## config.mk

```make
export PLATFORM = sky130hd
export DESIGN_NAME = fetch_stage
export DESIGN_NICKNAME = d
export VERILOG_FILES = /design/src/rtl/fetch_stage.sv
export SDC_FILE = /design/constraint.sdc
export NUM_CORES = 1
export LEC_CHECK = 0
export BUFFER_PORTS_ARGS = -buffer_cell sky130_fd_sc_hd__buf_2
export CORE_ASPECT_RATIO = 0.9
export CORE_MARGIN = 10
export CORE_UTILIZATION = 30
export CTS_BUF_LIST = sky130_fd_sc_hd__clkbuf_8
export DETAILED_ROUTE_END_ITERATION = 7
export GPL_TIMING_DRIVEN = 1
export PLACE_DENSITY = 0.54
export SETUP_SLACK_MARGIN = 0.2
export SYNTH_ARGS = -nofsm -noshare
export SYNTH_HDL_FRONTEND = slang
export SYNTH_SLANG_ARGS = --single-unit
```

## constraint.sdc

```tcl
create_clock -name clock -period 6.39 [get_ports clock]
set_clock_uncertainty 0.15 [all_clocks]
set_input_delay 1.5975 -clock clock [delete_from_list [all_inputs] [get_ports clock]]
set_output_delay 1.5975 -clock clock [all_outputs]
set_load 0.03 [all_outputs]
```

## src/rtl/fetch_stage.sv

```systemverilog
// Instruction-fetch stage with a single-outstanding imem request, a one-entry
// skid buffer for decode stalls, and the IF/ID pipeline register.
module fetch_stage #(
  parameter logic [31:0] RESET_PC = 32'h0000_0000,
  parameter logic [31:0] NOP_WORD = 32'h0000_0000
) (
  input  logic        clock,
  input  logic        reset_n,
  input  logic        stall,
  input  logic        redirect,
  input  logic [31:0] redirect_pc,
  output logic        imem_req,
  output logic [31:0] imem_addr,
  input  logic        imem_ready,
  input  logic [31:0] imem_rdata,
  output logic [31:0] if_id_instruction,
  output logic [31:0] if_id_pc_plus4,
  output logic        if_id_valid
);

  typedef enum logic [1:0] {
    IDLE  = 2'd0,
    FETCH = 2'd1,
    DROP  = 2'd2,
    HOLD  = 2'd3
  } state_e;

  state_e      state_q, state_d;
  logic [31:0] pc_q, pc_d;
  logic [31:0] req_pc_q, req_pc_d;
  logic        imem_req_q, imem_req_d;
  logic [31:0] skid_instr_q, skid_instr_d;
  logic [31:0] skid_pc4_q, skid_pc4_d;
  logic        skid_valid_q, skid_valid_d;
  logic [31:0] ifid_instr_q, ifid_instr_d;
  logic [31:0] ifid_pc4_q, ifid_pc4_d;
  logic        ifid_valid_q, ifid_valid_d;

  logic [31:0] tgt_pc_s;
  logic [31:0] req_pc_plus4_s;
  logic        new_valid_s;
  logic [31:0] new_instr_s;
  logic [31:0] new_pc4_s;

  assign tgt_pc_s       = {redirect_pc[31:2], 2'b00};
  assign req_pc_plus4_s = req_pc_q + 32'd4;

  // Next-state: fetch sequencing, skid buffer and IF/ID update priority
  always_comb begin
    state_d      = state_q;
    pc_d         = pc_q;
    req_pc_d     = req_pc_q;
    skid_instr_d = skid_instr_q;
    skid_pc4_d   = skid_pc4_q;
    skid_valid_d = skid_valid_q;
    new_valid_s  = 1'b0;
    new_instr_s  = NOP_WORD;
    new_pc4_s    = ifid_pc4_q;

    case (state_q)
      IDLE: begin
        if (redirect) begin
          pc_d     = tgt_pc_s;
          req_pc_d = tgt_pc_s;
        end else begin
          req_pc_d = pc_q;
        end
        state_d = FETCH;
      end
      FETCH: begin
        if (redirect) begin
          pc_d = tgt_pc_s;
          if (imem_ready) begin
            req_pc_d = tgt_pc_s;
            state_d  = FETCH;
          end else begin
            state_d = DROP;
          end
        end else if (imem_ready) begin
          pc_d = req_pc_plus4_s;
          if (!stall) begin
            new_valid_s = 1'b1;
            new_instr_s = imem_rdata;
            new_pc4_s   = req_pc_plus4_s;
            req_pc_d    = req_pc_plus4_s;
            state_d     = FETCH;
          end else begin
            skid_instr_d = imem_rdata;
            skid_pc4_d   = req_pc_plus4_s;
            skid_valid_d = 1'b1;
            state_d      = HOLD;
          end
        end else begin
          state_d = FETCH;
        end
      end
      DROP: begin
        // The stale response is discarded; only the architectural PC follows redirects
        if (redirect) begin
          pc_d = tgt_pc_s;
        end else begin
          pc_d = pc_q;
        end
        if (imem_ready) begin
          req_pc_d = pc_d;
          state_d  = FETCH;
        end else begin
          state_d = DROP;
        end
      end
      HOLD: begin
        if (redirect) begin
          skid_valid_d = 1'b0;
          pc_d         = tgt_pc_s;
          req_pc_d     = tgt_pc_s;
          state_d      = FETCH;
        end else if (stall) begin
          state_d = HOLD;
        end else begin
          new_valid_s  = skid_valid_q;
          new_instr_s  = skid_instr_q;
          new_pc4_s    = skid_pc4_q;
          skid_valid_d = 1'b0;
          req_pc_d     = pc_q;
          state_d      = FETCH;
        end
      end
      default: begin
        state_d = IDLE;
      end
    endcase

    imem_req_d = (state_d == FETCH) || (state_d == DROP);

    if (redirect) begin
      ifid_instr_d = NOP_WORD;
      ifid_pc4_d   = ifid_pc4_q;
      ifid_valid_d = 1'b0;
    end else if (stall) begin
      ifid_instr_d = ifid_instr_q;
      ifid_pc4_d   = ifid_pc4_q;
      ifid_valid_d = ifid_valid_q;
    end else if (new_valid_s) begin
      ifid_instr_d = new_instr_s;
      ifid_pc4_d   = new_pc4_s;
      ifid_valid_d = 1'b1;
    end else begin
      ifid_instr_d = NOP_WORD;
      ifid_pc4_d   = ifid_pc4_q;
      ifid_valid_d = 1'b0;
    end
  end

  // State, PC, skid buffer and IF/ID registers
  always_ff @(posedge clock or negedge reset_n) begin
    if (!reset_n) begin
      state_q      <= IDLE;
      pc_q         <= RESET_PC;
      req_pc_q     <= RESET_PC;
      imem_req_q   <= 1'b0;
      skid_instr_q <= NOP_WORD;
      skid_pc4_q   <= 32'h0000_0000;
      skid_valid_q <= 1'b0;
      ifid_instr_q <= NOP_WORD;
      ifid_pc4_q   <= 32'h0000_0000;
      ifid_valid_q <= 1'b0;
    end else begin
      state_q      <= state_d;
      pc_q         <= pc_d;
      req_pc_q     <= req_pc_d;
      imem_req_q   <= imem_req_d;
      skid_instr_q <= skid_instr_d;
      skid_pc4_q   <= skid_pc4_d;
      skid_valid_q <= skid_valid_d;
      ifid_instr_q <= ifid_instr_d;
      ifid_pc4_q   <= ifid_pc4_d;
      ifid_valid_q <= ifid_valid_d;
    end
  end

  assign imem_req          = imem_req_q;
  assign imem_addr         = req_pc_q;
  assign if_id_instruction = ifid_instr_q;
  assign if_id_pc_plus4    = ifid_pc4_q;
  assign if_id_valid       = ifid_valid_q;

endmodule

```

# After elaboration in Yosys (flattened, before gate mapping)
# Cells that the tools add are included.
dict set report totals {
  regBits 197
  out_inout_bits 98
  word_cells 73
  input_bits 69
}
dict set report op_classes {
  bitwise 2
  reduce_logical 8
  add_sub_neg 1
  eq_ne 13
  mux 39
}
# operator n
set ops {}
lappend ops {{2-to-1 mux 32 bit} 14}
lappend ops {{case mux 32 bit (2 select lines)} 3}
lappend ops {{case mux 32 bit (4 select lines)} 1}
lappend ops {{adder 32 x 3 -> 32 bit (second input constant)} 1}
lappend ops {{2-to-1 mux 1 bit} 13}
lappend ops {{2-to-1 mux 2 bit} 5}
lappend ops {{AND reduction 5 bit} 2}
lappend ops {{inequality test 3 bit (second input constant)} 3}
lappend ops {{inequality test 2 bit (second input constant)} 4}
lappend ops {{case mux 2 bit (4 select lines)} 1}
lappend ops {{AND reduction 4 bit} 2}
lappend ops {{== test 2 bit (second input constant)} 3}
lappend ops {{== test 2 x 1 -> 1 bit (second input constant)} 2}
lappend ops {{case mux 1 bit (2 select lines)} 2}
lappend ops {{OR reduction 3 bit} 1}
lappend ops {{logical NOT 2 bit} 1}
lappend ops {{inequality test 2 x 1 -> 1 bit (second input constant)} 1}
lappend ops {{NOT 1 bit} 2}
lappend ops {{nonzero test 2 bit} 1}
lappend ops {{logical OR 1 bit} 1}

# Longest topological paths before layout
dict set report logic_depth {
  depth_word 7
  depth_mapped 9
  ltp_nobuf 6
}

# Worst setup path after synthesis
# OpenSTA, ideal clock, no wires.
dict set report synth_timing {
  path_type {input port to flip-flop}
  startpoint {input port imem_ready}
  endpoint {register skid_pc4_q[16]}
  setup_ns 0.134
  cell_stages 7
  t_arrival_ns 2.917
  required_ns 6.106
  path_slack_ns 3.189
  path_cell_list {clkbuf_1 -> inv_1 -> nor2_1 -> nand2_1 -> clkbuf_1 -> nand2_1 -> o21ai_0}
}
dict set report synth_via {
  elab_chain_cells 1
}
# element line_no
set synth_rtl {}
lappend synth_rtl {{start, declared} 14} ;# input logic imem_ready,
lappend synth_rtl {{AND reduction 4 bit (no source line)} n/a}
lappend synth_rtl {{end signal, assigned} 173} ;# skid_pc4_q <= skid_pc4_d;
lappend synth_rtl {{end, declared} 33} ;# logic [31:0] skid_pc4_q, skid_pc4_d;
# Every way passes these cells.
# A chain may end at the register's enable or synchronous reset.

# Worst setup path in the final report
dict set report layout_timing {
  startpoint {input port redirect}
  endpoint {register pc_q[16]}
}
dict set report layout_via {
  elab_chain_cells 2
  word_cells_on_any_way 4
  cone_classes {eq/ne: 1; mux: 3}
}
# element line_no
set layout_rtl {}
lappend layout_rtl {{start, declared} 10} ;# input logic redirect,
lappend layout_rtl {{2-to-1 mux 32 bit, on equally long branches} n/a}
lappend layout_rtl {{case mux 32 bit (2 select lines)} 60} ;# case (state_q)
lappend layout_rtl {{end signal, assigned} 169} ;# pc_q <= pc_d;
lappend layout_rtl {{end, declared} 29} ;# logic [31:0] pc_q, pc_d;
# Several ways; a longest one is shown, not always the timed one.

==> flow_metrics.tcl <==
set metrics [dict create \
    outcome "finished clean" \
    grt_start_max_net_pins 106 \
    synth_adder_area_share 0.001320 \
    drc_errors 0 \
    worstSetupPathType "input pin to flip-flop" \
    worstMarginPinSlew_ns 0.9706 \
    core_area_sq_um 31060 \
    cp-end-kind "flip-flop" \
    die_y_microns 188.6 \
    rsz0062_at_grt "no" \
    clock_power_share 0.221 \
    setup_slack_ns 2.706 \
    die_area_sq_um 39110 \
    switching_power_mw 1.720 \
    yosys-mux-area-fraction 0.05056 \
    timing_max_transition_violations_final 0 \
    ctsRootBufferMaster "sky130_fd_sc_hd__clkbuf_8" \
    worstHoldPathType "flip-flop to flip-flop" \
    drt_first_iter_violations 596 \
    max-vdd-ir-drop_mv 0.1490 \
    htreeDepth 4 \
    place_congestion 0.8868 \
    via_count_of_the_first_global_routing_pass 7956 \
    sum_neg_setup_slack_ns 0 \
    grt_remaining_overflow 0 \
    worst_skew_pair.late_latency_ns 0.48 \
    timing.critical_path.arrival_ns 3.89 \
    clk_pin_slew_worst_paths_ns 0.10 \
    synth_ff_type "sky130_fd_sc_hd__dfrtp_1" \
    postCtsHoldBufs 0 \
    synthesis.nets 1068 \
    yosys_register_bits 197 \
    clock_tree_from_tritoncts "yes" \
    grt_first_pass_wirelength_microns 49490 \
    largest_family_of_logic_cells_by_synthesized_area "compound AO/OA/AOI/OAI gates" \
    routed_wire_length_per_instance_microns 20.69 \
    post-cts-setup-buffers 0 \
    route.final.wire_length_microns 31920 \
    synth_xor_xnor_area_share 0.01479 \
    final_antenna_net_count 0 \
    final_period_minus_worst_setup_slack_ns 3.684 \
    critical_path_peak_fanout 47 \
    timing.critical_path.required_ns 6.60 \
    synth_simple_gate_area_share 0.1653 \
    grt_util_all_layers 0.1601 \
    synth_compound_area_frac 0.2096 \
    worst_slack_after_detailed_placement_ns 2.240 \
    p_total_mw 4.203 \
    synth_cells 998 \
    pin_count 167 \
    ys_seq_area_frac 0.5201 \
    total_number_of_nets_in_the_final_design 1189 \
    max-clock-path-buffers 2 \
    finalHoldViolations 0 \
    critical_path.startpoint_type "input pin" \
    cts_sinks 197 \
    leakage_component_of_the_power_nw 4.937 \
    final_util 0.3579 \
    slew-limit-headroom 0.3529 \
    num_vias 8088 \
    maxCapViolations 0 \
    seq_power_share 0.444 \
    vias_per_cell 5.242 \
    drt_pass1_iterations 5 \
    fraction_of_final_layout_cells_sized_beyond_drive_strength_1 0.2253 \
    finalSetupViolCount 0 \
    async_reset_ff_frac 1.000 \
    cts-resized-gates 0 \
    dpl.hpwl_microns 21710 \
    die_width_microns 207.4 \
    layout_worst_path_cycle_share 0.5765 \
    yosys.cell_types.count 58 \
    syn_avg_cell_area_sq_um 9.497 \
    numCtsBuffers 17 \
    synth.yosys.warnings 0 \
    power.internal_mw 2.483 \
    antenna_violations_before_repair 4 \
    layout-area-overhead-vs-synth_pct 17.31 \
    std_cell_rows 61 \
    synth_enable_flop_cells 0 \
    netlist_area_sq_um 9478 \
    io_buffers 164 \
    final.hold.worst_slack_ns 0.3293 \
    power.density_nw_per_um2 378.0 \
    comb_power_share 0.335 \
    fmax_mhz 271.5 \
    fillers 3221 \
    initial_utilization 0.3051 \
    netSwitchingFraction 0.4092 \
]
[cells in the final DEF (no fill, tap or decap), types with 11 or more instances in the layout]
cell type,instances
sky130_fd_sc_hd__inv_1,14
sky130_fd_sc_hd__a21oi_1,60
sky130_fd_sc_hd__nand3_1,20
sky130_fd_sc_hd__o21ai_0,113
sky130_fd_sc_hd__nand2_1,136
sky130_fd_sc_hd__dfrtp_1,197
sky130_fd_sc_hd__o21ai_1,16
sky130_fd_sc_hd__buf_4,15
sky130_fd_sc_hd__nor2_1,56
sky130_fd_sc_hd__buf_2,163
sky130_fd_sc_hd__mux2_1,12
sky130_fd_sc_hd__mux2_2,27
sky130_fd_sc_hd__a22oi_1,35
sky130_fd_sc_hd__clkbuf_8,19
sky130_fd_sc_hd__and2_1,11
sky130_fd_sc_hd__and3_1,23
sky130_fd_sc_hd__nor3_1,24
sky130_fd_sc_hd__xnor2_1,11
sky130_fd_sc_hd__a31oi_1,22
[logic make-up after synthesis]
group,Yosys count
AOI/OAI and AO/OA,326
and+or+nand+nor,324
muxes,43
buffers and inverters,91
xor gates and xnor gates,16
DFF,197
adders and majority gates,1
[routing by layer]
metal	up-vias	global-route usage	routed length, microns
met3	30	0.03885	1842
met4	4	0.04741	589
met1	3984	0.2223	15150
met5	-	0	24
li1	3852	-	-
met2	218	0.2407	14320
[flip-flops by register name (all words and copies together) (netlist names)]
name	flops
if_id_pc_plus4	32
skid_valid_q	1
imem_addr	32
pc_q	32
if_id_instruction	32
state_q	2
imem_req	1
if_id_valid	1
skid_pc4_q	32
skid_instr_q	32
[path summary, 6_finish.rpt]
check | startpoint | depth (start not counted) | slack, ns | end
worst max-delay path | redirect | 8 | 2.71 | pc_q[16]
worst min-delay path | if_id_instruction[16] | 2 | 0.33 | if_id_instruction[16]
worst max register to register | imem_addr[2] | 6 | 3.09 | if_id_pc_plus4[24]
worst min register to register | if_id_instruction[16] | 2 | 0.33 | if_id_instruction[16]
max in group asynchronous | reset_n | 2 | 3.94 | if_id_instruction[24]
min in group asynchronous | reset_n | 1 | 1.09 | imem_addr[3]
[power by group through the flow]
stage	registers, mW	clock network, mW	logic [mW]
after floorplan	2.12	0	0.637
after global placement	1.87	0	1.41
after detailed placement	1.89	0	1.43
after CTS	1.86	0.965	1.43
after global routing	1.92	1.01	1.54
final	1.87	0.931	1.41
[cells in the mapped netlist (all sizes together), types with 11 or more instances]
master  number  area [sq um]
clkbuf      68         255.2
and3        24         150.1
nand3       20         100.1
nor2        58         217.7
inv         13         48.80
a21oi       60         300.3
nor3        25         125.1
nand2      136         510.5
dfrtp      197          4930
xnor2       11         96.34
and2        12         75.07
o21ai      130         650.6
nand4       11         83.83
mux2        39         439.2
a22oi       35         262.8
a31oi       22         137.6
[per-stage QoR]
stage	std cells	cell area, sq um
after global routing	1542	11120
after floorplan	998	9478
after detailed placement	1509	10670
after global placement	1509	10670
final	1543	11120
after CTS	1541	11110
[final cells by class]
type | count | area [sq um] | share of cell area
Antenna cell | 2 | 5.005 | 0.0004501
Clock buffer | 18 | 247.7 | 0.02228
Clock inverter | 14 | 197.7 | 0.01778
Inverter | 13 | 48.80 | 0.004389
Multi-Input combinational cell | 710 | 4215 | 0.3791
Sequential cell | 197 | 4930 | 0.4434
Tap cell | 409 | 511.7 | 0.04603
Timing Repair Buffer | 180 | 962.2 | 0.08654
[critical path: stages]
cell and delay (ns):
sky130_fd_sc_hd__buf_2 0.22, sky130_fd_sc_hd__buf_4 0.49, sky130_fd_sc_hd__inv_1 0.12, sky130_fd_sc_hd__nand2_1 0.62, sky130_fd_sc_hd__buf_4 0.30, sky130_fd_sc_hd__or4_1 0.13
sky130_fd_sc_hd__nand3_1 0.09, sky130_fd_sc_hd__mux2_2 0.28
Note: power is estimated with default switching activity, not from simulation.
